--- src/rtl/mux2_1_rr_arbiter_if.sv ---
// mux2_1_rr_arbiter_if: bundles both requester handshakes, the output handshake and the grant select
interface mux2_1_rr_arbiter_if #(
    parameter int WIDTH = 2
);
    logic             in1_valid;
    logic [WIDTH-1:0] in1_data;
    logic             in1_ready;
    logic             in2_valid;
    logic [WIDTH-1:0] in2_data;
    logic             in2_ready;
    logic             out_valid;
    logic [WIDTH-1:0] out_data;
    logic             out_ready;
    logic             selector;

    modport master (
        output in1_valid, in1_data, in2_valid, in2_data, out_ready,
        input  in1_ready, in2_ready, out_valid, out_data, selector
    );

    modport slave (
        input  in1_valid, in1_data, in2_valid, in2_data, out_ready,
        output in1_ready, in2_ready, out_valid, out_data, selector
    );
endinterface

--- src/rtl/mux2_1_rr_arbiter.sv ---
// mux2_1_rr_arbiter: two-requester bounded-burst round-robin arbiter feeding a one-entry registered output stage
module mux2_1_rr_arbiter #(
    parameter int WIDTH = 2,
    parameter int BURST = 4
) (
    input logic                clk,
    input logic                reset,
    mux2_1_rr_arbiter_if.slave bus
);
    localparam int CW = $clog2(BURST + 1);
    localparam logic [CW-1:0] CNT_MAX = CW'(BURST);

    typedef enum logic [1:0] {IDLE, OWN1, OWN2} state_t;

    state_t           state_q, state_d, own;
    logic [CW-1:0]    cnt_q, cnt_d;
    logic             sel_q, sel_d;
    logic             out_valid_q, out_valid_d;
    logic [WIDTH-1:0] out_data_q, out_data_d;
    logic             accept, grant, grant_valid;

    // choose the winner (grant=1 means in2), then derive owner/count and output-stage updates
    always_comb begin
        accept      = !out_valid_q || bus.out_ready;
        grant       = (bus.in1_valid && bus.in2_valid)
                    ? (state_q == OWN1 ? (cnt_q >= CNT_MAX) : state_q == OWN2 ? (cnt_q < CNT_MAX) : 1'b0)
                    : bus.in2_valid;
        grant_valid = !reset && accept && (bus.in1_valid || bus.in2_valid);
        own         = grant ? OWN2 : OWN1;
        state_d     = state_q;
        cnt_d       = cnt_q;
        sel_d       = sel_q;
        out_valid_d = out_valid_q;
        out_data_d  = out_data_q;
        if (accept) out_valid_d = grant_valid;
        if (grant_valid) begin
            out_data_d = grant ? bus.in2_data : bus.in1_data;
            sel_d      = grant;
            if (state_q == own) begin
                cnt_d = (cnt_q == CNT_MAX) ? cnt_q : cnt_q + 1'b1;
            end else begin
                state_d = own;
                cnt_d   = CW'(1);
            end
        end
    end

    // owner FSM, burst counter, remembered select and output register; reset drops any in-flight word
    always_ff @(posedge clk or posedge reset) begin
        if (reset) begin
            state_q     <= IDLE;
            cnt_q       <= '0;
            sel_q       <= 1'b0;
            out_valid_q <= 1'b0;
            out_data_q  <= '0;
        end else begin
            state_q     <= state_d;
            cnt_q       <= cnt_d;
            sel_q       <= sel_d;
            out_valid_q <= out_valid_d;
            out_data_q  <= out_data_d;
        end
    end

    assign bus.in1_ready = grant_valid && !grant;
    assign bus.in2_ready = grant_valid && grant;
    assign bus.selector  = grant_valid ? grant : sel_q;
    assign bus.out_valid = out_valid_q;
    assign bus.out_data  = out_data_q;
endmodule
--- src/flat_wrapper.sv ---
// flat-port wrapper written by rule: the top's interface ports become plain ports
module mux2_1_rr_arbiter_flat 
#(
    parameter int WIDTH = 2,
    parameter int BURST = 4
)
  (clk, reset, bus_in1_valid, bus_in1_data, bus_in2_valid, bus_in2_data, bus_out_ready, bus_in1_ready, bus_in2_ready, bus_out_valid, bus_out_data, bus_selector);
  mux2_1_rr_arbiter_if #(.WIDTH(WIDTH)) bus_i ();
  input logic clk;
  input logic reset;
  input wire logic [$bits(bus_i.in1_valid)-1:0] bus_in1_valid;
  input wire logic [$bits(bus_i.in1_data)-1:0] bus_in1_data;
  input wire logic [$bits(bus_i.in2_valid)-1:0] bus_in2_valid;
  input wire logic [$bits(bus_i.in2_data)-1:0] bus_in2_data;
  input wire logic [$bits(bus_i.out_ready)-1:0] bus_out_ready;
  output wire logic [$bits(bus_i.in1_ready)-1:0] bus_in1_ready;
  output wire logic [$bits(bus_i.in2_ready)-1:0] bus_in2_ready;
  output wire logic [$bits(bus_i.out_valid)-1:0] bus_out_valid;
  output wire logic [$bits(bus_i.out_data)-1:0] bus_out_data;
  output wire logic [$bits(bus_i.selector)-1:0] bus_selector;
  assign bus_i.in1_valid = bus_in1_valid;
  assign bus_i.in1_data = bus_in1_data;
  assign bus_i.in2_valid = bus_in2_valid;
  assign bus_i.in2_data = bus_in2_data;
  assign bus_i.out_ready = bus_out_ready;
  assign bus_in1_ready = bus_i.in1_ready;
  assign bus_in2_ready = bus_i.in2_ready;
  assign bus_out_valid = bus_i.out_valid;
  assign bus_out_data = bus_i.out_data;
  assign bus_selector = bus_i.selector;
  mux2_1_rr_arbiter #(.WIDTH(WIDTH), .BURST(BURST)) u_core (.clk(clk), .reset(reset), .bus(bus_i));
endmodule
--- config.mk ---
export PLATFORM = sky130hd
export DESIGN_NAME = mux2_1_rr_arbiter_flat
export DESIGN_NICKNAME = d
export VERILOG_FILES = /design/src/rtl/mux2_1_rr_arbiter_if.sv /design/src/rtl/mux2_1_rr_arbiter.sv /design/src/flat_wrapper.sv
export SDC_FILE = /design/constraint.sdc
export NUM_CORES = 1
export LEC_CHECK = 0
export ABC_AREA = 1
export CORE_AREA = 5 5 42 44
export DETAILED_ROUTE_END_ITERATION = 8
export DIE_AREA = 0 0 47 49
export PLACE_DENSITY = 0.66
export SLEW_MARGIN = 20
export SYNTH_ARGS = -nofsm -noshare
export SYNTH_HDL_FRONTEND = slang
export SYNTH_SLANG_ARGS = --single-unit
--- constraint.sdc ---
create_clock -name clk -period 1.65 [get_ports clk]
set_input_delay 0.33 -clock clk [delete_from_list [all_inputs] [get_ports clk]]
set_output_delay 0.33 -clock clk [all_outputs]
set_load 0.01 [all_outputs]
# Word-level counts from Yosys, hierarchy flattened
# Cells that the tools add are included.
# word_totals
ram_bits	0
latch_bits	0
regBits	9
out_inout_bits	6
in_bits	9
romBits	0
n_memories	0
# classes
n_addsub	1
n_reduce_logical	12
magnitude_cmp	2
n_bitwise	1
mul	0
eq_ne	5
n_mux	8
shift	0
n_div	0
# ops
cell	n
$mux W3	2
$logic_and A1 B1 Y1	5
$mux W1	4
$mux W2	2
$reduce_and A2 Y1	2
$add A3 B1 Y3 const B	1
$eq A3 B3 Y1 const B	1
$ge A3 B3 Y1 const B	1
$logic_not A1 Y1	3
$lt A3 B3 Y1 const B	1
$eq A2 B1 Y1 const B	1
$eq A2 B2 Y1	1
$eq A2 B2 Y1 const B	1
$logic_or A1 B1 Y1	2
$ne A2 B2 Y1 const B	1
$not A1 Y1	1

# Longest topological paths before layout
# logic_depth
word_depth	8
mapped_depth	9

# Worst setup path before layout
# OpenSTA, ideal clock, no wires.
# synth_timing
kind	input to output
start	input reset
end	output bus_selector
setup_slack_ns	0.232
stages	5
arrival_time_ns	1.088
path_cell_list	inv_1 -> nand2_1 -> nor2_4 -> nand2_1 -> o21a_1
# synth_via
elab_chain_cells	4
# synth_lines
element	line	rtl
start: declaration	flat_wrapper.sv:10	input logic reset;
$logic_not A1 Y1	mux2_1_rr_arbiter.sv:28	grant_valid = !reset && accept && (bus.in1_valid || bus.in2_valid);
$logic_and A1 B1 Y1 (2 in a row)	mux2_1_rr_arbiter.sv:28	
$mux W1	mux2_1_rr_arbiter.sv:67	assign bus.selector = grant_valid ? grant : sel_q;
end: declaration	flat_wrapper.sv:20	output wire logic [$bits(bus_i.selector)-1:0] bus_selector;
# No other way between the ends.

# Worst setup path after layout
# layout_timing
start	register u_core.state_q[1]
end	output bus_in2_ready
# layout_via
elab_chain_cells	5
# layout_lines
element	line	rtl
start: declaration	mux2_1_rr_arbiter.sv:15	state_t state_q, state_d, own;
start signal: assignment	mux2_1_rr_arbiter.sv:57	state_q <= state_d;
$eq A2 B2 Y1	mux2_1_rr_arbiter.sv:26	? (state_q == OWN1 ? (cnt_q >= CNT_MAX) : state_q == OWN2 ? (cnt_q < CNT_MAX) : 1'b0)
$mux W1	mux2_1_rr_arbiter.sv:26	
$mux W1 (*) (2 in a row)	mux2_1_rr_arbiter.sv:26	
$logic_and A1 B1 Y1 (*)	mux2_1_rr_arbiter.sv:66	assign bus.in2_ready = grant_valid && grant;
end: declaration	flat_wrapper.sv:17	output wire logic [$bits(bus_i.in2_ready)-1:0] bus_in2_ready;
# Every way passes the cells marked *; elsewhere a longest branch is shown, timed or not.

==> out/qor.json <==
{
  "run_status": {"value": "finished, final reports clean"},
  "layout-drive-gt1-share": {"value": 41.9, "unit": "%"},
  "p_sw_share": {"value": 34.0, "unit": "%"},
  "synth.yosys.seq_area_share": {"value": 44.7, "unit": "%"},
  "clock-root-buffer": {"value": "sky130_fd_sc_hd__clkbuf_4"},
  "first_pass_iters": {"value": 4},
  "route.detailed.wl_per_inst": {"value": 10.8, "unit": "um"},
  "overflow": {"value": 0},
  "cpPeakStageDelay": {"value": 410, "unit": "ps"},
  "max-cap-violations": {"value": 0},
  "cts_buffer_depth": {"value": 2},
  "final_common_cell": {"value": "sky130_fd_sc_hd__buf_4"},
  "pin_count_of_the_biggest_net_entering_global_routing": {"value": 10},
  "route.vias.total": {"value": 545},
  "maxSlewHeadroom": {"value": 89.5, "unit": "%"},
  "irDropWorstVdd": {"value": 0.555, "unit": "mV"},
  "globalRouteMet3Util": {"value": 3.32, "unit": "%"},
  "die-height": {"value": 49, "unit": "um"},
  "sinks_on_clock_net": {"value": 9},
  "power.sequential.fraction": {"value": 36.3, "unit": "%"},
  "syn_nets": {"value": 77},
  "sum_of_negative_setup_slack": {"value": 0, "unit": "ps"},
  "floorplan.core_area": {"value": 1400, "unit": "um2"},
  "final-hold-violation-count": {"value": 0},
  "yosys_warnings": {"value": 0},
  "worst_path_max_delay_cell": {"value": "sky130_fd_sc_hd__dfrtp_1"},
  "gr-usage-met1": {"value": 17.0, "unit": "%"},
  "leakage_power": {"value": 0.463, "unit": "nW"},
  "crit_chain": {"value": "inv_2 -> nand3_2 -> nand3_2 -> nand2_2 -> buf_6 -> nor2_4 -> buf_6"},
  "worst-path-max-fanout": {"value": 3},
  "power_frac_clock": {"value": 18.8, "unit": "%"},
  "final_antenna_net_count": {"value": 0},
  "routability_congestion": {"value": 0.729},
  "critPathLaunchType": {"value": "flop"},
  "power_density_cells": {"value": 1040, "unit": "nW/um2"},
  "nNetsFinal": {"value": 117},
  "critical_path_arrival": {"value": 1310, "unit": "ps"},
  "worst_hold_path_type": {"value": "primary input to asynchronous set/reset pin"},
  "worst_clock_skew": {"value": 5.65, "unit": "ps"},
  "unrepaired_setup_endpoints_after_global_routing": {"value": "true"},
  "final.period_utilization": {"value": 99.4, "unit": "%"},
  "grtUsageMet2": {"value": 23.1, "unit": "%"},
  "worstMarginPinSlew": {"value": 157, "unit": "ps"},
  "synth-seq-cells": {"value": 9},
  "finalInstanceArea": {"value": 863, "unit": "um2"},
  "grt_pass1_vias": {"value": 597},
  "postCtsHoldBufs": {"value": 0},
  "setup.worst_path.end_class": {"value": "output pin"},
  "critical_path_required": {"value": 1320, "unit": "ps"},
  "cellInternalPower": {"value": 0.000591, "unit": "W"},
  "grt_busiest_layer": {"value": "met2"},
  "global_route.usage.total": {"value": 14.1, "unit": "%"},
  "timing.final.setup_violations": {"value": 0},
  "initial_core_util": {"value": 36.0, "unit": "%"},
  "number_of_antenna_violations_at_the_first_check_in_global_routing": {"value": 0},
  "netlist_area_before_placement": {"value": 504, "unit": "um2"},
  "final_cell_mix": {"value": "sky130_fd_sc_hd__buf_4, sky130_fd_sc_hd__nand2_1, sky130_fd_sc_hd__nand3_1, sky130_fd_sc_hd__dfrtp_1"},
  "cts_buffers": {"value": 3},
  "drt_wl_total": {"value": 1310, "unit": "um"},
  "post_synth_inst_count": {"value": 66},
  "route.detailed.vias_per_inst": {"value": 4.50},
  "areaGrowthSynthToFinish": {"value": 71.2, "unit": "%"},
  "num-fill-cells": {"value": 135},
  "combinationalPowerShare": {"value": 44.9, "unit": "%"},
  "syn_avg_cell_area": {"value": 7.64, "unit": "um2"},
  "worst-setup-path-type": {"value": "flop to output pin"},
  "fin_crit": {"value": 1640, "unit": "ps"},
  "reg2regPathDepth": {"value": 10},
  "place.port_buffers": {"value": 14},
  "max_freq": {"value": 0.610, "unit": "GHz"},
  "antenna-diode-count": {"value": 0},
  "first_iter_violations": {"value": 5},
  "design.portCount": {"value": 15},
  "power_switching": {"value": 0.000305, "unit": "W"},
  "grt_pass1_wl": {"value": 2350, "unit": "um"},
  "drt_drc_violations_left": {"value": 0},
  "fin_worst_hold_slack": {"value": 209, "unit": "ps"},
  "cts_htree_levels": {"value": 1},
  "post-layout-total-power": {"value": 0.000896, "unit": "W"},
  "die-width": {"value": 47, "unit": "um"},
  "cts.reportedPaths.clkPinSlew": {"value": 60, "unit": "ps"},
  "numPlacedInstances": {"value": 110},
  "place_area": {"value": 769, "unit": "um2"},
  "netlist-cell-type-count": {"value": 14},
  "final-max-slew-violation-count": {"value": 0},
  "tritoncts": {"value": "built"},
  "dp_hpwl": {"value": 932, "unit": "um"},
  "placementRows": {"value": 14},
  "final_cells": {"value": 121},
  "die-area": {"value": 2300, "unit": "um2"},
  "clk_latency": {"value": 260, "unit": "ps"}
}
-- registers in the layout, summed over array words and instances (netlist names) --
name,count
u_core.bus.out_data,2
u_core.bus.out_valid,1
u_core.cnt_q,3
u_core.sel_q,1
u_core.state_q,2
-- per-stage QoR --
step | util (%) | worst slack, ps
after floorplan | - | 232
after global placement | 54.9 | -528
after detailed placement | 54.9 | -556
after CTS | 61.4 | 4.35
after global routing | 61.6 | -94.9
final | 61.6 | 9.34
-- synthesized netlist by cell type (all sizes together) --
| master | n | area share (%) |
|---|---|---|
| xor2 | 1 | 1.7 |
| inv | 13 | 9.7 |
| nand2 | 21 | 16 |
| o21ai | 1 | 0.99 |
| ha | 2 | 5.0 |
| dfrtp | 9 | 45 |
| nand3 | 11 | 12 |
| a21oi | 1 | 0.99 |
| nor2 | 6 | 7.4 |
| o21a | 1 | 1.5 |
-- layer usage --
| layer | wire length [um] | part of all wire, % | up-vias |
|---|---|---|---|
| li1 | - | - | 281 |
| met1 | 560 | 43 | 242 |
| met2 | 637 | 49 | 18 |
| met3 | 78 | 6.0 | 4 |
| met4 | 29 | 2.2 | 0 |
| met5 | 0 | 0 | - |
-- cell families after synthesis --
kind of cell               Yosys count  synth area share (%)
AOI/OAI and AO/OA                    3                  3.47
xor gates and xnor gates             1                  1.74
and+or+nand+nor                     38                  35.5
buffers and inverters               13                  9.68
DFF                                  9                  44.7
adders and majority gates            2                  4.96
-- timing repair --
item | 4_1_cts | 5_1_grt
resized for setup | 26 | 4
setup buffers | 6 | 1
cloned | 0 | 0
endpoints found under the hold margin | 0 | 0
setup endpoints to repair | 3 | 3
pin swaps | 8 | 2
-- worst max-delay path: cells and delay by family, from the launching register on --
kind / cells / cell delay (ps)
DFF: 1 / 410
and+or+nand+nor: 4 / 340
buffers and inverters: 3 / 310
-- layout make-up --
| type | count | area, um2 | share of cell area, % |
|---|---|---|---|
| timing repair buffer | 35 | 292 | 33.8 |
| inverter | 13 | 48.8 | 5.65 |
| clock buffer | 4 | 26.3 | 3.04 |
| sequential | 9 | 226 | 26.2 |
| tap | 16 | 20.0 | 2.32 |
| multi-input combinational | 44 | 250 | 29.0 |
-- final timing paths --
| kind | start | to | slack (ps) |
|---|---|---|---|
| setup / recovery | u_core.state_q[1]$_DFFE_PP0P_ | bus_in2_ready | 9 |
| hold / removal | reset | u_core.state_q[1]$_DFFE_PP0P_ | 210 |
| setup reg to reg | u_core.state_q[1]$_DFFE_PP0P_ | u_core.cnt_q[0]$_DFFE_PP0P_ | 220 |
| hold reg to reg | u_core.sel_q$_DFF_PP0_ | u_core.sel_q$_DFF_PP0_ | 470 |
| max in group asynchronous | reset | u_core.cnt_q[2]$_DFFE_PP0P_ | 1290 |
| min in group clk | u_core.sel_q$_DFF_PP0_ | u_core.sel_q$_DFF_PP0_ | 470 |
-- power by group through the flow --
stage / combinational (W) / sequential (W) / clock [W]
final: 0.000402 / 0.000325 / 0.000168
after global routing: 0.000461 / 0.000332 / 0.000187
after CTS: 0.000389 / 0.000319 / 0.000173
after detailed placement: 0.000341 / 0.000317 / 0
after global placement: 0.000334 / 0.000316 / 0
after floorplan: 0.000169 / 0.000317 / 0
Power figures use the tool's default switching activity.
